File: src/rtl/uart_wrapper.sv
// UART command wrapper: receives two-byte commands over RX, assembles them into cmd,
// and transmits single response bytes over TX. Receive and transmit run full duplex.
module uart_wrapper #(
  parameter int BAUD_CYCLES = 2604
) (
  input  logic        clk,
  input  logic        rst_n,
  input  logic        RX,
  output logic        TX,
  output logic [15:0] cmd,
  output logic        cmd_rdy,
  input  logic        clr_cmd_rdy,
  input  logic        trmt,
  input  logic [7:0]  resp,
  output logic        tx_done
);

  localparam int CNT_W = (BAUD_CYCLES > 2) ? $clog2(BAUD_CYCLES) : 1;
  localparam logic [CNT_W-1:0] BAUD_LAST = CNT_W'(BAUD_CYCLES - 1);
  localparam logic [CNT_W-1:0] HALF_LAST = CNT_W'(BAUD_CYCLES / 2 - 1);
  localparam logic [3:0]       LAST_BIT  = 4'd9;

  typedef enum logic {RX_IDLE, RX_RECV}  rx_state_t;
  typedef enum logic {ASM_HIGH, ASM_LOW} asm_state_t;
  typedef enum logic {TX_IDLE, TX_XMIT}  tx_state_t;

  // ---------------------------------------------------------------------------
  // RX synchronizer: both flops reset to the idle line level so that reset
  // release never looks like a start bit.
  logic rx_meta, rx_sync;

  // NOTE: sequential state always uses non-blocking assignments so every flop
  // samples the pre-edge value of its inputs, independent of statement order.
  always_ff @(posedge clk or negedge rst_n) begin
    if (!rst_n) begin
      rx_meta <= 1'b1;
      rx_sync <= 1'b1;
    end else begin
      rx_meta <= RX;
      rx_sync <= rx_meta;
    end
  end

  // ---------------------------------------------------------------------------
  // Receive FSM. The baud counter counts down to the next sample point; the
  // first sample lands mid start bit, later ones mid bit. All 10 samples are
  // shifted into a 9-bit register so the data byte ends up in [7:0].
  rx_state_t        rx_state;
  logic [CNT_W-1:0] rx_baud_cnt;
  logic [3:0]       rx_bit_cnt;
  logic [8:0]       rx_shift;
  logic             rx_rdy;

  always_ff @(posedge clk or negedge rst_n) begin
    if (!rst_n) begin
      rx_state    <= RX_IDLE;
      rx_baud_cnt <= '0;
      rx_bit_cnt  <= '0;
      rx_shift    <= '0;
      rx_rdy      <= 1'b0;
    end else begin
      rx_rdy <= 1'b0;
      case (rx_state)
        RX_IDLE: begin
          if (!rx_sync) begin
            rx_state    <= RX_RECV;
            rx_baud_cnt <= HALF_LAST;
            rx_bit_cnt  <= '0;
          end
        end
        RX_RECV: begin
          if (rx_baud_cnt == '0) begin
            rx_baud_cnt <= BAUD_LAST;
            rx_shift    <= {rx_sync, rx_shift[8:1]};
            if (rx_bit_cnt == LAST_BIT) begin
              rx_state   <= RX_IDLE;
              rx_bit_cnt <= '0;
              rx_rdy     <= 1'b1;
            end else begin
              rx_bit_cnt <= rx_bit_cnt + 4'd1;
            end
          end else begin
            rx_baud_cnt <= rx_baud_cnt - CNT_W'(1);
          end
        end
        default: rx_state <= RX_IDLE;
      endcase
    end
  end

  // ---------------------------------------------------------------------------
  // Command assembly: first byte goes high, second byte goes low and raises
  // cmd_rdy. A completing command outranks a simultaneous clear request.
  asm_state_t asm_state;

  always_ff @(posedge clk or negedge rst_n) begin
    if (!rst_n) begin
      asm_state <= ASM_HIGH;
      cmd       <= '0;
      cmd_rdy   <= 1'b0;
    end else begin
      case (asm_state)
        ASM_HIGH: begin
          if (rx_rdy) begin
            cmd[15:8] <= rx_shift[7:0];
            cmd_rdy   <= 1'b0;
            asm_state <= ASM_LOW;
          end else if (clr_cmd_rdy) begin
            cmd_rdy <= 1'b0;
          end
        end
        ASM_LOW: begin
          if (rx_rdy) begin
            cmd[7:0]  <= rx_shift[7:0];
            cmd_rdy   <= 1'b1;
            asm_state <= ASM_HIGH;
          end else if (clr_cmd_rdy) begin
            cmd_rdy <= 1'b0;
          end
        end
        default: asm_state <= ASM_HIGH;
      endcase
    end
  end

  // ---------------------------------------------------------------------------
  // Transmit FSM. TX is the LSB of a shift register that refills with ones,
  // so the line idles high once the stop bit has been shifted out.
  tx_state_t        tx_state;
  logic [CNT_W-1:0] tx_baud_cnt;
  logic [3:0]       tx_bit_cnt;
  logic [9:0]       tx_shift;

  always_ff @(posedge clk or negedge rst_n) begin
    if (!rst_n) begin
      tx_state    <= TX_IDLE;
      tx_baud_cnt <= '0;
      tx_bit_cnt  <= '0;
      tx_shift    <= '1;
      tx_done     <= 1'b0;
    end else begin
      case (tx_state)
        TX_IDLE: begin
          if (trmt) begin
            tx_shift    <= {1'b1, resp, 1'b0};
            tx_done     <= 1'b0;
            tx_baud_cnt <= '0;
            tx_bit_cnt  <= '0;
            tx_state    <= TX_XMIT;
          end
        end
        TX_XMIT: begin
          if (tx_baud_cnt == BAUD_LAST) begin
            tx_baud_cnt <= '0;
            tx_shift    <= {1'b1, tx_shift[9:1]};
            if (tx_bit_cnt == LAST_BIT) begin
              tx_bit_cnt <= '0;
              tx_done    <= 1'b1;
              tx_state   <= TX_IDLE;
            end else begin
              tx_bit_cnt <= tx_bit_cnt + 4'd1;
            end
          end else begin
            tx_baud_cnt <= tx_baud_cnt + CNT_W'(1);
          end
        end
        default: tx_state <= TX_IDLE;
      endcase
    end
  end

  assign TX = tx_shift[0];

endmodule

File: config.mk
export PLATFORM = sky130hd
export DESIGN_NAME = uart_wrapper
export DESIGN_NICKNAME = d
export VERILOG_FILES = /design/src/rtl/uart_wrapper.sv
export SDC_FILE = /design/constraint.sdc
export NUM_CORES = 1
export LEC_CHECK = 0
export ABC_AREA = 1
export CORE_ASPECT_RATIO = 0.5
export CORE_UTILIZATION = 52
export CTS_CLUSTER_DIAMETER = 50
export DETAILED_ROUTE_END_ITERATION = 10
export PLACE_DENSITY_LB_ADDON = 0.3
export SYNTH_ARGS = -nofsm -noshare
export SYNTH_HDL_FRONTEND = slang
export SYNTH_SLANG_ARGS = --single-unit
File: constraint.sdc
create_clock -name clk -period 1.7 [get_ports clk]
set_input_delay 0.51 -clock clk [delete_from_list [all_inputs] [get_ports clk]]
set_output_delay 0.51 -clock clk [all_outputs]
set_load 0.005 [all_outputs]
**After elaboration in Yosys (flattened, before gate mapping)**

Cells that the tools add are included.

- $add $sub $neg: 4
- Equality and inequality tests: 8
- Muxes and demuxes: 39
- Bitwise operators: 3
- Reduce and logical (&&, ||, !) cells: 7

Operators by type and width:

| kind | count |
|---|---|
| $mux W12 | 4 |
| $pmux W12 S2 | 2 |
| $mux W4 | 6 |
| $mux W10 | 2 |
| $pmux W10 S2 | 1 |
| $mux W1 | 17 |
| $pmux W4 S2 | 2 |
| $add A12 B1 Y12 const B | 1 |
| $eq A12 B12 Y1 const B | 1 |
| $logic_not A12 Y1 | 1 |
| $sub A12 B1 Y12 const B | 1 |
| $pmux W1 S2 | 5 |
| $reduce_and A2 Y1 | 5 |
| $add A4 B1 Y4 const B | 2 |
| $eq A4 B4 Y1 const B | 2 |
| $ne A2 B1 Y1 const B | 3 |
| $ne A2 B2 Y1 const B | 2 |
| $not A1 Y1 | 3 |
| $reduce_and A3 Y1 | 1 |

- Flip-flop bits (word level): 75
- Input bits: 13
- Output and inout port bits: 19
- Word-level logic and storage cells: 77

**Logic depth before layout (Yosys ltp)**

Gate-level depths: netlist of the first run.

- Word-level depth: 4
- Depth in mapped cells: 9
- Depth with buffers taken out: 8

**Worst setup path before layout of the first run**

No wires, ideal clock.

- Path type: register -> register
- Start point: reg tx_baud_cnt[0]
- End point: reg tx_bit_cnt[3]
- Setup time: 116 ps
- Arrival time: 1260 ps
- Required time: 1584 ps
- Setup slack: 324 ps
- Cell stages (with the launch flop): 10
- Buffers on the path: 1
- Period minus slack after synthesis: 1376 ps
- Cell sequence: dfrtp_1 ha_1 nand2_1 nor2_1 nand3_2 nand2_4 nand2_4 buf_6 nand2_1 nand2_1

- Word-level cells in the longest chain between the ends: 3

Ends and longest elaborated chain:

| what | line | text |
|---|---|---|
| start: declaration | 130 | `logic [CNT_W-1:0] tx_baud_cnt;` |
| start signal: assignment | 164 | `tx_baud_cnt <= tx_baud_cnt + CNT_W'(1);` |
| $eq A12 B12 Y1 | 153 | `if (tx_baud_cnt == BAUD_LAST) begin` |
| $ne A2 B1 Y1 (no source line) | n/a |  |
| $reduce_and A2 Y1 (no source line) | n/a |  |
| end signal: assignment | 161 | `tx_bit_cnt <= tx_bit_cnt + 4'd1;` |
| end: declaration | 131 | `logic [3:0] tx_bit_cnt;` |

Every way passes these cells.
A chain may end at the register's enable or synchronous reset.

**Worst setup path in the final report of the first run**

- Start point: reg tx_shift[0]
- End point: out TX

RTL lines:

| what | line | text |
|---|---|---|
| start: declaration | 132 | `logic [9:0] tx_shift;` |
| start signal: assignment | 145 | `tx_shift <= {1'b1, resp, 1'b0};` |
| start signal: assignment | 155 | `tx_shift <= {1'b1, tx_shift[9:1]};` |
| end: declaration | 9 | `output logic TX,` |

No word-level cell between the ends.

==> flow_summary.toml, run 1 <==
[sta]
fmax_ghz = 0.618
setup_viol = 0
hold_viol = 0
worstMarginPinSlew_ps = 482
setup_tns_ps = 0
skew_ps = 6.00
relSlewSlack_pct = 67.9
fin_crit_ps = 1620
rsz0062_at_grt = "false"
slew_viol_final = 0
post-route-period-util_pct = 95.2

[place]
dp.cells = 512
dpl.hpwl_um = 5080
portBuffers = 31
gp_congestion = 0.922

[yosys]
syn_avg_cell_area_um2 = 8.99
ys.warnings.count = 0
dominantRegCellSynth = "dfrtp_1"
ys_async_sr_fraction_pct = 100
synth_area_um2 = 3530
synth_cell_type_count = 31
synth_edf_count = 0
ys_seq_elements = 74
syn_inst = 393
synth-seq-area-share_pct = 52.8
synth_nets = 415

[layout]
antennaDiodeCount = 0
syn_to_final_growth_pct = 24.2
drive_above_1_share_pct = 15.5
instances_no_fill = 534
layout_commonest_cell = "nand2_1"
final_cell_mix = "nand2_1, dfrtp_1, inv_1"
nNetsFinal = 463

[clocking]
cts_htree_levels = 3
cts_sinks = 74
cts_root_buf = "clkbuf_16"
clk_pin_slew_ps = 60
cts_tree = "yes"
clock_latency_ps = 340
numCtsBuffers = 9
clk_path_buf_depth = 2

[detailed_routing]
detail_route.wl_per_cell_um = 14.5
wl_met1_um = 3220
drt_iter0_drc = 256
top_layer = "met4"
ant_nets = 0
drc = 0
routed_wl_um = 7760
vias = 2874
routed-wl-met2_um = 4020
dr.pass1.iters = 5
vias_per_cell = 5.38
wl_met3_um = 323

[critical_path]
crit_path_end_kind = "output pin"
crit_required_ps = 1190
critPathLaunchType = "flop"
crit_chain = "dlygate4sd2_1"
critical_path.top_delay_family = "flip-flops"
arrival_ps = 1110
worstPathMaxFanout = 2
max_stage_delay_ps = 540
critPathKind = "flop to output pin"
critical_path_buf_inv_count = 1
cp_slowest_cell = "dfstp_2"

[floorplanning]
io_pins = 32
start_util_pct = 56.0
placementRows = 20
core_um2 = 6310
die_area_um2 = 7150
dieHeight_um = 60.3
die_w_um = 119

[global_route]
antenna_found_initial = 0
grt.total_usage_pct = 23.8
grt_pass1_wl_um = 12800
grt_max_degree = 56
grt-ovfl-total = 0
first_global_vias = 2844

[power_and_ir_drop]
power_leakage_nw = 2.19
total_power_mw = 4.17
ir_drop_v = 0.000527
power_density_nw_per_um2 = 951

[flow_run]
maxCapViolations = 0

[outcome]
outcome = "completed"

[min_path]
min_path_type = "input pin to async pin"
-- layer usage --
| layer | vias to the layer above | global-route usage [%] |
|---|---|---|
| li1 | 1379 | - |
| met1 | 1392 | 26.2 |
| met2 | 81 | 43.7 |
| met3 | 22 | 7.25 |
| met4 | 0 | 11.2 |
| met5 | - | 0 |
-- sequential cells by signal, summed over array words and instances, names as in the netlist, 4 cells and up --
| name | count |
|---|---|
| cmd | 16 |
| tx_baud_cnt | 12 |
| tx_bit_cnt | 4 |
| tx_shift | 9 |
| rx_baud_cnt | 12 |
| rx_shift | 9 |
| rx_bit_cnt | 4 |
-- what timing repair did --
| action | CTS | global route |
|---|---|---|
| pin swaps | 0 | 0 |
| hold buffers | 0 | 0 |
| setup buffers | 5 | 1 |
| setup endpoints to repair | 17 | 14 |
| hold endpoints to repair | 0 | 0 |
| gates resized for setup | 14 | 6 |
-- Yosys cell counts (2+ instances only) --
cell / n / share of area, %
nand2_1: 88 / 9.4
dfrtp_1: 63 / 45
inv_1: 41 / 4.4
nor2_1: 35 / 3.7
o21ai_0: 33 / 4.7
nand3_1: 24 / 3.4
a21oi_1: 17 / 2.4
dfstp_2: 11 / 8.2
o21ai_2: 11 / 2.7
ha_1: 9 / 3.2
xor2_1: 8 / 2.0
nand4_1: 7 / 1.2
mux2i_1: 6 / 1.7
nor2_2: 4 / 0.71
o22ai_1: 4 / 0.71
xnor2_1: 4 / 0.99
buf_2: 3 / 0.42
nor3_1: 3 / 0.42
o211ai_1: 3 / 0.64
or2_2: 3 / 0.53
buf_6: 2 / 0.64
clkbuf_1: 2 / 0.21
mux2_2: 2 / 0.64
nand2_4: 2 / 0.64
nand3_2: 2 / 0.57
-- cells by family (layout without fill, tap and decap cells) --
group	after synthesis	count (layout)	synth area share, %
xor gates and xnor gates	12	12	2.98
DFF	74	74	52.8
buffers and inverters	51	104	6.06
and+or+nand+nor	168	168	20.6
adders and majority gates	9	9	3.19
AOI/OAI and AO/OA	71	71	12.0
muxes	8	8	2.34
-- final timing paths --
check | slack, ps | depth (start not counted) | start | to
setup / recovery | 80 | 1 | tx_shift[0] | TX
hold / removal | 170 | 2 | rst_n | rx_baud_cnt[1]
setup reg to reg | 150 | 7 | tx_baud_cnt[0] | tx_baud_cnt[8]
hold reg to reg | 360 | 0 | rx_meta | rx_sync
max in group asynchronous | 1230 | 2 | rst_n | tx_shift[8]
min in group clk | 360 | 0 | rx_meta | rx_sync
-- where the power goes --
part,switching (mW),leakage [nW],internal [mW]
logic,0.0403,1.07,0.0297
clock network,0.753,0.176,1.58
registers,0.000737,0.944,1.77
-- area by class of cell --
class                   instances  area (um2)
fillers                       468        1920
flip-flops and latches         74        1870
multi-input cells             268        1460
repair buffers                 46         425
clock buffers                   9         225
inverters                      42         158
clock inverters                 7         141
well taps                      88         110
-- stage by stage --
stage | util [%] | instance area, um2 | worst slack, ps | hold WS [ps]
after floorplan | - | 3530 | 324 | 214
after global placement | 63.0 | 3970 | 55.4 | 348
after detailed placement | 63.0 | 3970 | -2.88 | 348
after CTS | 69.1 | 4360 | 0.362 | 179
after global routing | 69.6 | 4390 | 20.1 | 201
final | 69.6 | 4390 | 81.7 | 170
Note: power is estimated with default switching activity, not from simulation.
==> inputs of run 2 (changes only) <==
- CORE_MARGIN: default -> 8
- clock period: 1.7 -> 1.5 ns (I/O delays scaled with it)
==> flow_summary.toml, run 2 (same netlist as run 1, synthesis figures left out) <==
[min_path]
min_path_type = "flop to flop"
hold_start = "rx_meta"
min_to = "rx_sync"
min_path_cells = 0

[clocking]
cts_tree = "yes"
cts_sinks = 74
cts_htree_levels = 3
clock_latency_ps = 330
clk_pin_slew_ps = 60
clk_path_buf_depth = 2
cts_root_buf = "clkbuf_16"
numCtsBuffers = 9

[detailed_routing]
dr.pass1.iters = 5
detail_route.wl_per_cell_um = 13.8
ant_nets = 0
vias = 2839
drt_iter0_drc = 184
drc = 0
routed_wl_um = 7550
vias_per_cell = 5.17

[global_route]
grt.total_usage_pct = 15.8
grt_max_degree = 46
grt_pass1_wl_um = 12600
first_global_vias = 2888
grt-ovfl-total = 0
antenna_found_initial = 0

[layout]
syn_to_final_growth_pct = 28.0
reg_top3 = "cmd: 16 flops, rx_baud_cnt: 12 flops, tx_baud_cnt: 12 flops"
final_cell_mix = "nand2_1, dfrtp_1, inv_1"
layout_commonest_cell = "nand2_1"
largest-register = "cmd"
drive_above_1_share_pct = 20.8
antennaDiodeCount = 0
instances_no_fill = 549
stdcell_area_um2 = 4520
nNetsFinal = 474
largest_register_ffs = 16
multi_input_area_um2 = 1530
seq_area_um2 = 1870
n_fill_cell = 498

[power_and_ir_drop]
ir_drop_v = 0.000500
power_leakage_nw = 2.15
power_density_nw_per_um2 = 1020

[sta]
hold_viol = 0
skew_ps = 6.23
worstMarginPinSlew_ps = 290
slew_viol_final = 0
fmax_ghz = 0.696
fin_crit_ps = 1440
relSlewSlack_pct = 80.7
post-route-period-util_pct = 95.8
setup_viol = 0

[critical_path]
r2r_cells = 8
critical_path.top_delay_family = "flip-flops"
path_depth = 1
worstPathMaxFanout = 2
arrival_ps = 990
ff2ff_setup_slack_ps = 90
critPathLaunchType = "flop"
worst_r2r_startpoint = "tx_baud_cnt[0]"
timing.rr.end = "tx_baud_cnt[3]"
crit_path_end_kind = "output pin"
max_stage_delay_ps = 380
cp_slowest_cell = "dfrtp_1"
crit_required_ps = 1050
critical_path_buf_inv_count = 1
crit_chain = "dlygate4sd2_1"
critPathKind = "flop to output pin"

[floorplanning]
die_area_um2 = 9850
die_w_um = 133
dieHeight_um = 74.3
core_um2 = 6620
placementRows = 21
start_util_pct = 53.3
io_pins = 32

[place]
placed_area_um2 = 4060
dp.cells = 527
dpl.hpwl_um = 5100
gp_congestion = 0.897
portBuffers = 31

[flow_run]
maxCapViolations = 0

[outcome]
outcome = "completed"
-- run 2: cell count changes in the layout (fill, tap and decap cells not counted), sizes merged --
| cell | before | now |
|---|---|---|
| dlygate4sd2 | 14 | 18 |
| buf | 16 | 27 |
| clkbuf | 9 | 10 |
| bufinv | 4 | 3 |
| dlymetal6s2s | 5 | 0 |
| clkinvlp | 1 | 2 |
| clkinv | 2 | 1 |
| dlygate4sd3 | 0 | 1 |
-- run 2: routing by layer --
layer / wire length (um) / vias to the layer above / global-route usage [%]
met5: 0 / - / 0
met4: 121 / 0 / 5.99
met3: 324 / 12 / 4.85
met2: 3930 / 51 / 29.3
met1: 3180 / 1370 / 17.0
li1: - / 1406 / -
-- run 2: what timing repair did --
| action | in CTS | in global routing |
|---|---|---|
| gates resized for setup | 23 | 27 |
| buffers inserted | 1 | 4 |
| endpoints found under the setup margin | 20 | 39 |
| endpoints found under the hold margin | 8 | 0 |
| pin swaps | 0 | 5 |
| hold buffers | 1 | 0 |
-- run 2: layout make-up --
class	count	area share, %
Clock buffer	10	5.29
Clock inverter	6	2.52
Inverter	42	3.49
Multi-Input combinational cell	268	33.9
Sequential cell	74	41.3
Tap cell	92	2.55
Timing Repair Buffer	57	11.0
-- run 2: stage by stage --
step | total power [mW] | util (%) | TNS [ps] | hold slack (ps) | worst slack, ps
finish | 4.60 | 68.3 | 0 | 356 | 62.6
global route | 4.74 | 68.3 | -7.64 | 366 | -4.05
CTS | 4.64 | 66.6 | 0 | 357 | 0.934
detailed placement | 2.12 | 61.3 | -1260 | 349 | -109
global placement | 2.12 | 61.3 | -948 | 343 | -80.6
floorplan | 2.04 | - | 0 | 154 | 124
-- run 2: how the worst max path moves through the flow --
stage	slack, ps	end	startpoint
2_1_floorplan	120	tx_bit_cnt[3]	tx_baud_cnt[0]
3_3_place_gp	-80	tx_bit_cnt[1]	trmt
3_5_place_dp	-110	tx_bit_cnt[1]	trmt
4_1_cts	0.9	tx_baud_cnt[1]	tx_baud_cnt[0]
5_1_grt	-4	rx_bit_cnt[1]	rx_baud_cnt[0]
6_report	60	cmd[2]	cmd[2]
-- run 2: report_power, final --
group | switching [mW] | internal, mW
logic | 0.0468 | 0.0384
registers | 0.000833 | 2.00
clock network | 0.842 | 1.67
